--- config.mk ---
export PLATFORM = sky130hd
export DESIGN_NAME = mini_core_dmem_bridge
export DESIGN_NICKNAME = d
export VERILOG_FILES = /design/src/rtl/common_pkg.sv /design/src/rtl/mini_core_dmem_req_fifo.sv /design/src/rtl/mini_core_dmem_bridge.sv
export SDC_FILE = /design/constraint.sdc
export NUM_CORES = 1
export LEC_CHECK = 0
export ABC_CLOCK_PERIOD_IN_PS = 4500
export BUFFER_PORTS_ARGS = -buffer_cell sky130_fd_sc_hd__buf_2
export CAP_MARGIN = 20
export CORE_MARGIN = 2
export CORE_UTILIZATION = 50
export CTS_BUF_LIST = sky130_fd_sc_hd__clkbuf_2
export CTS_CLUSTER_DIAMETER = 100
export DETAILED_ROUTE_END_ITERATION = 8
export GPL_ROUTABILITY_DRIVEN = 0
export PLACE_DENSITY = 0.77
export SLEW_MARGIN = 10
export SYNTH_ARGS = -nofsm -noshare
export SYNTH_HDL_FRONTEND = slang
export SYNTH_SLANG_ARGS = --single-unit
--- constraint.sdc ---
create_clock -name Clock -period 4.5 [get_ports Clock]
set_clock_uncertainty 0.15 [all_clocks]
set_input_delay 0.9 -clock Clock [delete_from_list [all_inputs] [get_ports Clock]]
set_output_delay 0.9 -clock Clock [all_outputs]
set_load 0.02 [all_outputs]
--- src/rtl/common_pkg.sv ---
// Shared types and constants for the mini_core data-memory bridge.
package common_pkg;

  typedef enum logic {
    IDLE,
    WAIT_RSP
  } t_dmem_bridge_state;

  typedef struct packed {
    logic        wr_en;
    logic [31:0] address;
    logic [31:0] data;
    logic [3:0]  byte_en;
  } t_dmem_req;

  localparam logic [31:0] DMEM_TIMEOUT_DATA = 32'hDEAD_BEEF;

endpackage

--- src/rtl/mini_core_dmem_req_fifo.sv ---
// Synchronous request FIFO for the dmem bridge; head is presented combinationally.
// DEPTH must be a power of two so the pointers wrap naturally.

`ifndef MAFIA_DFF_RST
// NOTE: state registers update with <= so every flop samples pre-edge values.
`define MAFIA_DFF_RST(q, d, clk, rst) \
  always_ff @(posedge clk or negedge rst) \
    if (!rst) q <= '0; \
    else      q <= d;
`endif

`ifndef MAFIA_EN_DFF
`define MAFIA_EN_DFF(q, d, clk, en) \
  always_ff @(posedge clk) \
    if (en) q <= d;
`endif

module mini_core_dmem_req_fifo
  import common_pkg::*;
#(
  parameter int DEPTH = 4
) (
  input  logic                     Clock,
  input  logic                     Rst,
  input  logic                     Push,
  input  t_dmem_req                PushData,
  input  logic                     Pop,
  output t_dmem_req                PopData,
  output logic                     Full,
  output logic                     Empty,
  output logic [$clog2(DEPTH):0]   Count
);

  localparam int PTR_W = $clog2(DEPTH);
  localparam int CNT_W = PTR_W + 1;

  t_dmem_req        mem [DEPTH];
  logic [PTR_W-1:0] wrPtr, rdPtr, wrPtrNext, rdPtrNext;
  logic [CNT_W-1:0] countNext;
  logic             doPush, doPop;

  assign doPush    = Push && !Full;
  assign doPop     = Pop && !Empty;
  assign wrPtrNext = doPush ? wrPtr + PTR_W'(1) : wrPtr;
  assign rdPtrNext = doPop  ? rdPtr + PTR_W'(1) : rdPtr;

  always_comb begin
    // NOTE: default first so no path leaves countNext unassigned (no latch).
    countNext = Count;
    case ({doPush, doPop})
      2'b10:   countNext = Count + CNT_W'(1);
      2'b01:   countNext = Count - CNT_W'(1);
      default: countNext = Count;
    endcase
  end

  `MAFIA_DFF_RST(wrPtr, wrPtrNext, Clock, Rst)
  `MAFIA_DFF_RST(rdPtr, rdPtrNext, Clock, Rst)
  `MAFIA_DFF_RST(Count, countNext, Clock, Rst)

  // NOTE: storage is not reset; Count gates every read, so stale entries are never seen.
  `MAFIA_EN_DFF(mem[wrPtr], PushData, Clock, doPush)

  assign PopData = mem[rdPtr];
  assign Full    = (Count == CNT_W'(DEPTH));
  assign Empty   = (Count == '0);

endmodule

--- src/rtl/mini_core_dmem_bridge.sv ---
// Q103H/Q104H data-memory bridge: posted stores, in-order blocking loads.
// Optional load watchdog enabled by defining MINI_CORE_DMEM_TIMEOUT_EN.
module mini_core_dmem_bridge
  import common_pkg::*;
#(
  parameter int REQ_FIFO_DEPTH = 4,
  parameter int TIMEOUT_CYCLES = 1024
) (
  input  logic        Clock,
  input  logic        Rst,
  input  logic        DMemRdEnQ103H,
  input  logic        DMemWrEnQ103H,
  input  logic [31:0] DMemAddressQ103H,
  input  logic [31:0] DMemWrDataQ103H,
  input  logic [3:0]  DMemByteEnQ103H,
  output logic        DMemReady,
  output logic        DMemRdRspValid,
  output logic [31:0] DMemRdRspQ104H,
  output logic        DMemRspErr,
  output logic        MemReqValid,
  input  logic        MemReqReady,
  output logic        MemReqWrEn,
  output logic [31:0] MemReqAddress,
  output logic [31:0] MemReqData,
  output logic [3:0]  MemReqByteEn,
  input  logic        MemRspValid,
  input  logic [31:0] MemRspData
);

  localparam int CNT_W = $clog2(REQ_FIFO_DEPTH) + 1;

  if (REQ_FIFO_DEPTH < 2 || (REQ_FIFO_DEPTH & (REQ_FIFO_DEPTH - 1)) != 0) begin : g_bad_depth
    $error("REQ_FIFO_DEPTH must be a power of two >= 2");
  end
  if (TIMEOUT_CYCLES < 1) begin : g_bad_timeout
    $error("TIMEOUT_CYCLES must be >= 1");
  end

  t_dmem_bridge_state state, nextState;
  t_dmem_req          pushReq, headReq;
  logic [CNT_W-1:0]   count;
  logic               full, empty;
  logic               coreReq, push, loadAccept, pop, rspTake;
  logic               timeoutHit, stale, staleBlock;

  assign coreReq    = DMemRdEnQ103H || DMemWrEnQ103H;
  // A stale read still owed by memory blocks new loads only; stores keep flowing.
  assign staleBlock = stale && DMemRdEnQ103H && !DMemWrEnQ103H;
  assign DMemReady  = (count != CNT_W'(REQ_FIFO_DEPTH)) && (state == IDLE) && !staleBlock;
  assign push       = coreReq && DMemReady;
  assign loadAccept = push && !DMemWrEnQ103H;
  assign pop        = MemReqValid && MemReqReady;

  assign pushReq = '{wr_en:   DMemWrEnQ103H,
                     address: DMemAddressQ103H,
                     data:    DMemWrDataQ103H,
                     byte_en: DMemByteEnQ103H};

  mini_core_dmem_req_fifo #(.DEPTH(REQ_FIFO_DEPTH)) u_req_fifo (
    .Clock    (Clock),
    .Rst      (Rst),
    .Push     (push),
    .PushData (pushReq),
    .Pop      (pop),
    .PopData  (headReq),
    .Full     (full),
    .Empty    (empty),
    .Count    (count)
  );

  assign MemReqValid   = !empty;
  assign MemReqWrEn    = headReq.wr_en;
  assign MemReqAddress = headReq.address;
  assign MemReqData    = headReq.data;
  assign MemReqByteEn  = headReq.byte_en;

  always_comb begin
    nextState = state;
    rspTake   = 1'b0;
    case (state)
      IDLE:     if (loadAccept) nextState = WAIT_RSP;
      WAIT_RSP: begin
        rspTake = MemRspValid;
        if (MemRspValid || timeoutHit) nextState = IDLE;
      end
    endcase
  end

  always_ff @(posedge Clock or negedge Rst) begin
    if (!Rst) begin
      state          <= IDLE;
      DMemRdRspValid <= 1'b0;
      DMemRdRspQ104H <= '0;
    end else begin
      state          <= nextState;
      DMemRdRspValid <= rspTake || timeoutHit;
      if (rspTake)         DMemRdRspQ104H <= MemRspData;
      else if (timeoutHit) DMemRdRspQ104H <= DMEM_TIMEOUT_DATA;
    end
  end

`ifdef MINI_CORE_DMEM_TIMEOUT_EN
  localparam int WD_W = $clog2(TIMEOUT_CYCLES + 1);

  logic [WD_W-1:0] watchdog;

  // A real response in the limit cycle wins over the timeout.
  assign timeoutHit = (state == WAIT_RSP) && !MemRspValid &&
                      (watchdog == WD_W'(TIMEOUT_CYCLES - 1));

  always_ff @(posedge Clock or negedge Rst) begin
    if (!Rst) begin
      watchdog   <= '0;
      stale      <= 1'b0;
      DMemRspErr <= 1'b0;
    end else begin
      watchdog   <= (state == WAIT_RSP) ? watchdog + WD_W'(1) : '0;
      DMemRspErr <= timeoutHit;
      if (timeoutHit)                                   stale <= 1'b1;
      else if (stale && MemRspValid && state == IDLE)   stale <= 1'b0;
    end
  end
`else
  assign timeoutHit = 1'b0;
  assign stale      = 1'b0;
  assign DMemRspErr = 1'b0;
`endif

  always @(posedge Clock) begin
    if (Rst) begin
      assert (!(push && DMemRdEnQ103H && DMemWrEnQ103H))
        else $warning("dmem bridge: load and store enables both high, treated as store");
      assert (!(MemRspValid && state == IDLE && !stale))
        else $warning("dmem bridge: unsolicited memory response dropped");
      assert (!(push && full))
        else $warning("dmem bridge: push into full request fifo");
    end
  end

endmodule
-- Word-level counts from Yosys, hierarchy flattened
Memory sizes are Yosys's and may differ from the RTL's.
Cells that the tools add are included.
- $add $sub $neg: 4
- multipliers: 0
- div/mod/pow operators: 0
- magnitude comparators: 0
- eq/ne operators: 4
- shift-type cells: 0
- multiplexer cells: 7
- bitwise gates (word level): 1
- reduce and logical (&&, ||, !) cells: 12
- operator list (operator ; count):
    $logic_and 1x1->1 ; 6
    $pmux 3 s2 ; 1
    $mux 1 ; 5
    $add 2x1->2 const B ; 2
    $add 3x1->3 const B ; 1
    $eq 3x3->1 const B ; 1
    $logic_not 1->1 ; 3
    $logic_not 3->1 ; 1
    $ne 3x3->1 const B ; 1
    $sub 3x1->3 const B ; 1
    $eq 2x1->1 const B ; 1
    $eq 2x2->1 const B ; 1
    $pmux 1 s2 ; 1
    $reduce_bool 2->1 ; 1
    $logic_or 1x1->1 ; 1
    $not 1->1 ; 1
- register bits after elaboration: 41
- bits in latches: 0
- RAM bits: 276
- ROM bits: 0
- bits of input ports: 106
- output and inout port bits: 105
- word-level logic and storage cells: 35
- memories kept: 1
- memory list (memory ; depth ; bits a word ; rd ports ; clocked after Yosys merged registers in ; wr ports ; line ; source):
    u_req_fifo.mem ; 4 ; 69 ; 1 ; 0 ; 1 ; mini_core_dmem_req_fifo.sv:37 ; t_dmem_req mem [DEPTH];

-- Depth between registers and ports, before layout
- depth in word-level cells: 6
- mapped depth: 9
- gate-level depth less buffers: 9

-- Cells and area by module
A second synthesis with hierarchy kept.
- cells, all modules: 481
- area total of the unflattened synthesis: 11787.6 um^2
- modules (own cells, without submodules) (module ; instances ; cells each ; area an instance (um^2) ; sequential area each (um^2)):
    mini_core_dmem_req_fifo ; 1 ; 399 ; 10363.7 ; 8463.1
    mini_core_dmem_bridge ; 1 ; 82 ; 1423.9 ; 850.8

-- Worst setup path before layout
No wires, ideal clock.
- path type: input to register
- start: input DMemRdEnQ103H
- end: memory u_req_fifo.mem[0][0] in the netlist's numbering, enable pin
- setup time: 435 ps
- data arrival time: 2947 ps
- slack: 969 ps
- stages on the path: 3
- path buffers: 0
- cell sequence: nor2_1 a211oi_4 and2_1
- longest elaborated chain between the ends: 5
- ends and longest elaborated chain (element ; line ; source):
    start: declaration ; mini_core_dmem_bridge.sv:11 ; input logic DMemRdEnQ103H,
    $logic_or 1x1->1 ; mini_core_dmem_bridge.sv:46 ; assign coreReq = DMemRdEnQ103H || DMemWrEnQ103H;
    $logic_and 1x1->1 ; mini_core_dmem_bridge.sv:50 ; assign push = coreReq && DMemReady;
    $logic_and 1x1->1 ; mini_core_dmem_req_fifo.sv:42 ; assign doPush = Push && !Full;
    $mux 1 (no source line) (2 in a row) ; n/a ;
    end: declaration ; mini_core_dmem_req_fifo.sv:37 ;
No other way between the ends.

-- Worst setup path in the final report
- start: register u_req_fifo.rdPtr[0]
- end: output MemReqAddress[2]
- longest elaborated chain between the ends: 1
- ends and longest elaborated chain (element ; line ; source):
    start: declaration ; mini_core_dmem_req_fifo.sv:38 ; logic [PTR_W-1:0] wrPtr, rdPtr, wrPtrNext, rdPtrNext;
    $mem_v2 4x69 ; n/a ;
    end: declaration ; mini_core_dmem_bridge.sv:23 ; output logic [31:0] MemReqAddress,
No other way between the ends.

==> metrics.txt <==
hold crit path type=input pin to flip-flop; Clock power frac=19.7%; Slew HR=28.9%; Crit path max-delay family=flip-flops; top-count cell post-synth=edfxtp_1; Vias=5834; leak pwr=5.42 nW; Psw=0.00324 W; Avg Vias per Cell=5.18; CP Data Required Time=3.45 ns; clk slew on worst S/H paths=0.11 ns; Final TNS setup=0 ns; Startpoint Class=flip-flop; CTS Buf Count=78; Worst Tran Pin Value=1.07 ns; reg2reg start=u_req_fifo.Count[0]; largest net degree at the start of global routing=70; port bufs=209; core area=23500 sq um; die area=25100 sq um; Internal=0.00606 W; area grow syn2layout=17.1%; initial core utilization=50.9%; fraction of layout cells with a size suffix above 1=46.5%; crit path time final=3.96 ns; CP Capture Type=output pin; WL/cell=19.6 um; worst-path cell chain=buf_4 > mux4_1 > buf_2; Post-synth top cells=276 x edfxtp_1, 69 x mux4_1, 41 x dfrtp_1; GR Util All Layers=18.1%; Clock Latency Late Sink=0.80 ns; predominant post-synthesis flop cell=edfxtp_1; H-tree levels=3; Crit Path Class=flip-flop to output pin; flops & latches, synth=317; Hold Crit Start=DMemWrDataQ103H[15]; first-pass GRT wire length=33800 um; height of the die=159 um; Post-CTS Setup Bufs=0; CP Max Fanout=48; Post-Syn Nets=587; clk buf depth=3; register share of total power=47.3%; final hold slack=0.143 ns; 1st-pass router iterations=4; RSZ-0062 raised after global routing=false; Syn Area/Cell=25.2 sq um; Pins Over Slew Limit=0; combinational power share=32.9%; CP startpoint=u_req_fifo.rdPtr[0]; Critical Path Max Stage Delay=0.99 ns; final WL=22100 um; pwr dens=665 nW/um^2; total congestion overflow=0; Synth cell types=26; post-DP HPWL=13500 um; Hold Fails Final Rpt=0; fillcell total=1693; status=finished, final reports clean; Inst Count DP=987; final net count=861; Synth Cell Area=11900 sq um; Bufs and invs on worst path=2; post-synthesis sequential area ratio=78.0%; die width=159 um; antenna violations before repair=3; CTS tree=done; number of max-cap violations=0; maximum vdd ir drop=0.000405 V; fin crit share=88.1%; Layout Utilization=59.6%; biggest area consumer among synthesized cells=edfxtp_1; final setup fails=0; Synth warnings=0; CTS Root Cell=clkbuf_2; Post-synth ARST share=12.9%; slowest CP cell=dfrtp_4; Synth area leaders=edfxtp_1 69%, mux4_1 15%, dfrtp_1 8.6%; Iteration-0 DRC Markers=334; post-synthesis instance total=475; vias in the first global route=6310; std cell rows=56; DR DRC count=0; clock tree sinks=317; Switching Share=34.9%; number of flops mapped to enable cells by yosys=276; Yosys top cell area share=69.4%; worst endpoint data arrival time=2.91 ns; FMAX=252 MHz; IO Pins=211; Post-Layout Cell Count=1126; Final ANT Viol Nets=0
## flip-flops by register name, indices dropped and copies added (netlist names)
register          cells
u_req_fifo.wrPtr      2
state                 1
DMemRdRspValid        1
u_req_fifo.mem      276
DMemRdRspQ104H       32
u_req_fifo.rdPtr      2
u_req_fifo.Count      3
## metrics by stage
| stage | total power, W | setup WS, ns | instance area [sq um] |
|---|---|---|---|
| 6_report | 0.00931 | 0.535 | 14000 |
| 5_1_grt | 0.00985 | 0.298 | 14000 |
| 4_1_cts | 0.00946 | 0.386 | 14000 |
| 3_5_place_dp | 0.00760 | 1.31 | 13300 |
| 3_3_place_gp | 0.00749 | 1.34 | 13300 |
| 2_1_floorplan | 0.00658 | 0.969 | 11900 |
## final cells by class
class	instances	area, sq um	share of cell area, %
Tap cell	319	399	2.85
Clock buffer	108	541	3.86
Antenna cell	3	7.51	0.0537
Multi-Input combinational cell	130	2440	17.5
Inverter	8	30.0	0.215
Clock inverter	27	163	1.16
Sequential cell	317	9320	66.6
Timing Repair Buffer	214	1090	7.76
## logic make-up after synthesis
family,synth area share [%]
xor gates and xnor gates,0.440
and+or+nand+nor,0.461
buffers and inverters,1.68
AOI/OAI and AO/OA,0.335
adders and majority gates,0.691
other,0.0314
muxes,18.4
DFF,78.0
## placed cells by master, fill, tap and decap left out, types with 2 or more instances in the layout
cell type | synthesis | final
bufinv_16 | 0 | 2
clkbuf_2 | 0 | 108
xnor2_1 | 3 | 3
xor2_1 | 3 | 3
clkinv_2 | 0 | 7
edfxtp_1 | 276 | 276
buf_4 | 1 | 4
inv_2 | 0 | 2
inv_1 | 8 | 8
clkinv_1 | 0 | 16
diode_2 | 0 | 3
and2_4 | 0 | 4
mux2_2 | 32 | 32
ha_1 | 5 | 5
nor2_1 | 2 | 2
buf_2 | 7 | 209
dfrtp_1 | 41 | 39
mux4_1 | 69 | 69
## final timing paths
check / endpoint / slack, ns / depth (start not counted)
max: MemReqAddress[2] / 0.54 / 3
min reg2reg: DMemRdRspQ104H[6] / 0.37 / 1
max reg2reg: u_req_fifo.mem[3][31] / 2.02 / 3
max in group asynchronous: u_req_fifo.rdPtr[0] / 2.91 / 2
min in group asynchronous: DMemRdRspQ104H[19] / 0.61 / 2
min: u_req_fifo.mem[0][19] / 0.14 / 1
## repair_timing
action | CTS | global route
hold buffers | 1 | 0
hold endpoints to repair | 39 | 0
resized for setup | 0 | 0
## per-layer routing
| metal | wire, um | share of wire [%] | GRT usage [%] | up-vias |
|---|---|---|---|---|
| met4 | 389 | 1.8 | 7.12 | 0 |
| met3 | 1740 | 7.9 | 6.15 | 41 |
| li1 | - | - | - | 2627 |
| met1 | 8870 | 40 | 22.1 | 2898 |
| met5 | 0 | 0 | 0 | - |
| met2 | 11100 | 50 | 29.9 | 268 |
## power groups by stage
stage                     logic, W  registers, W  clock network [W]
final                      0.00307       0.00441            0.00184
after global routing       0.00330       0.00449            0.00206
after CTS                  0.00313       0.00442            0.00191
after floorplan            0.00211       0.00446                  0
after detailed placement   0.00313       0.00447                  0
after global placement     0.00307       0.00442                  0
(Power assumes the default switching activity.)
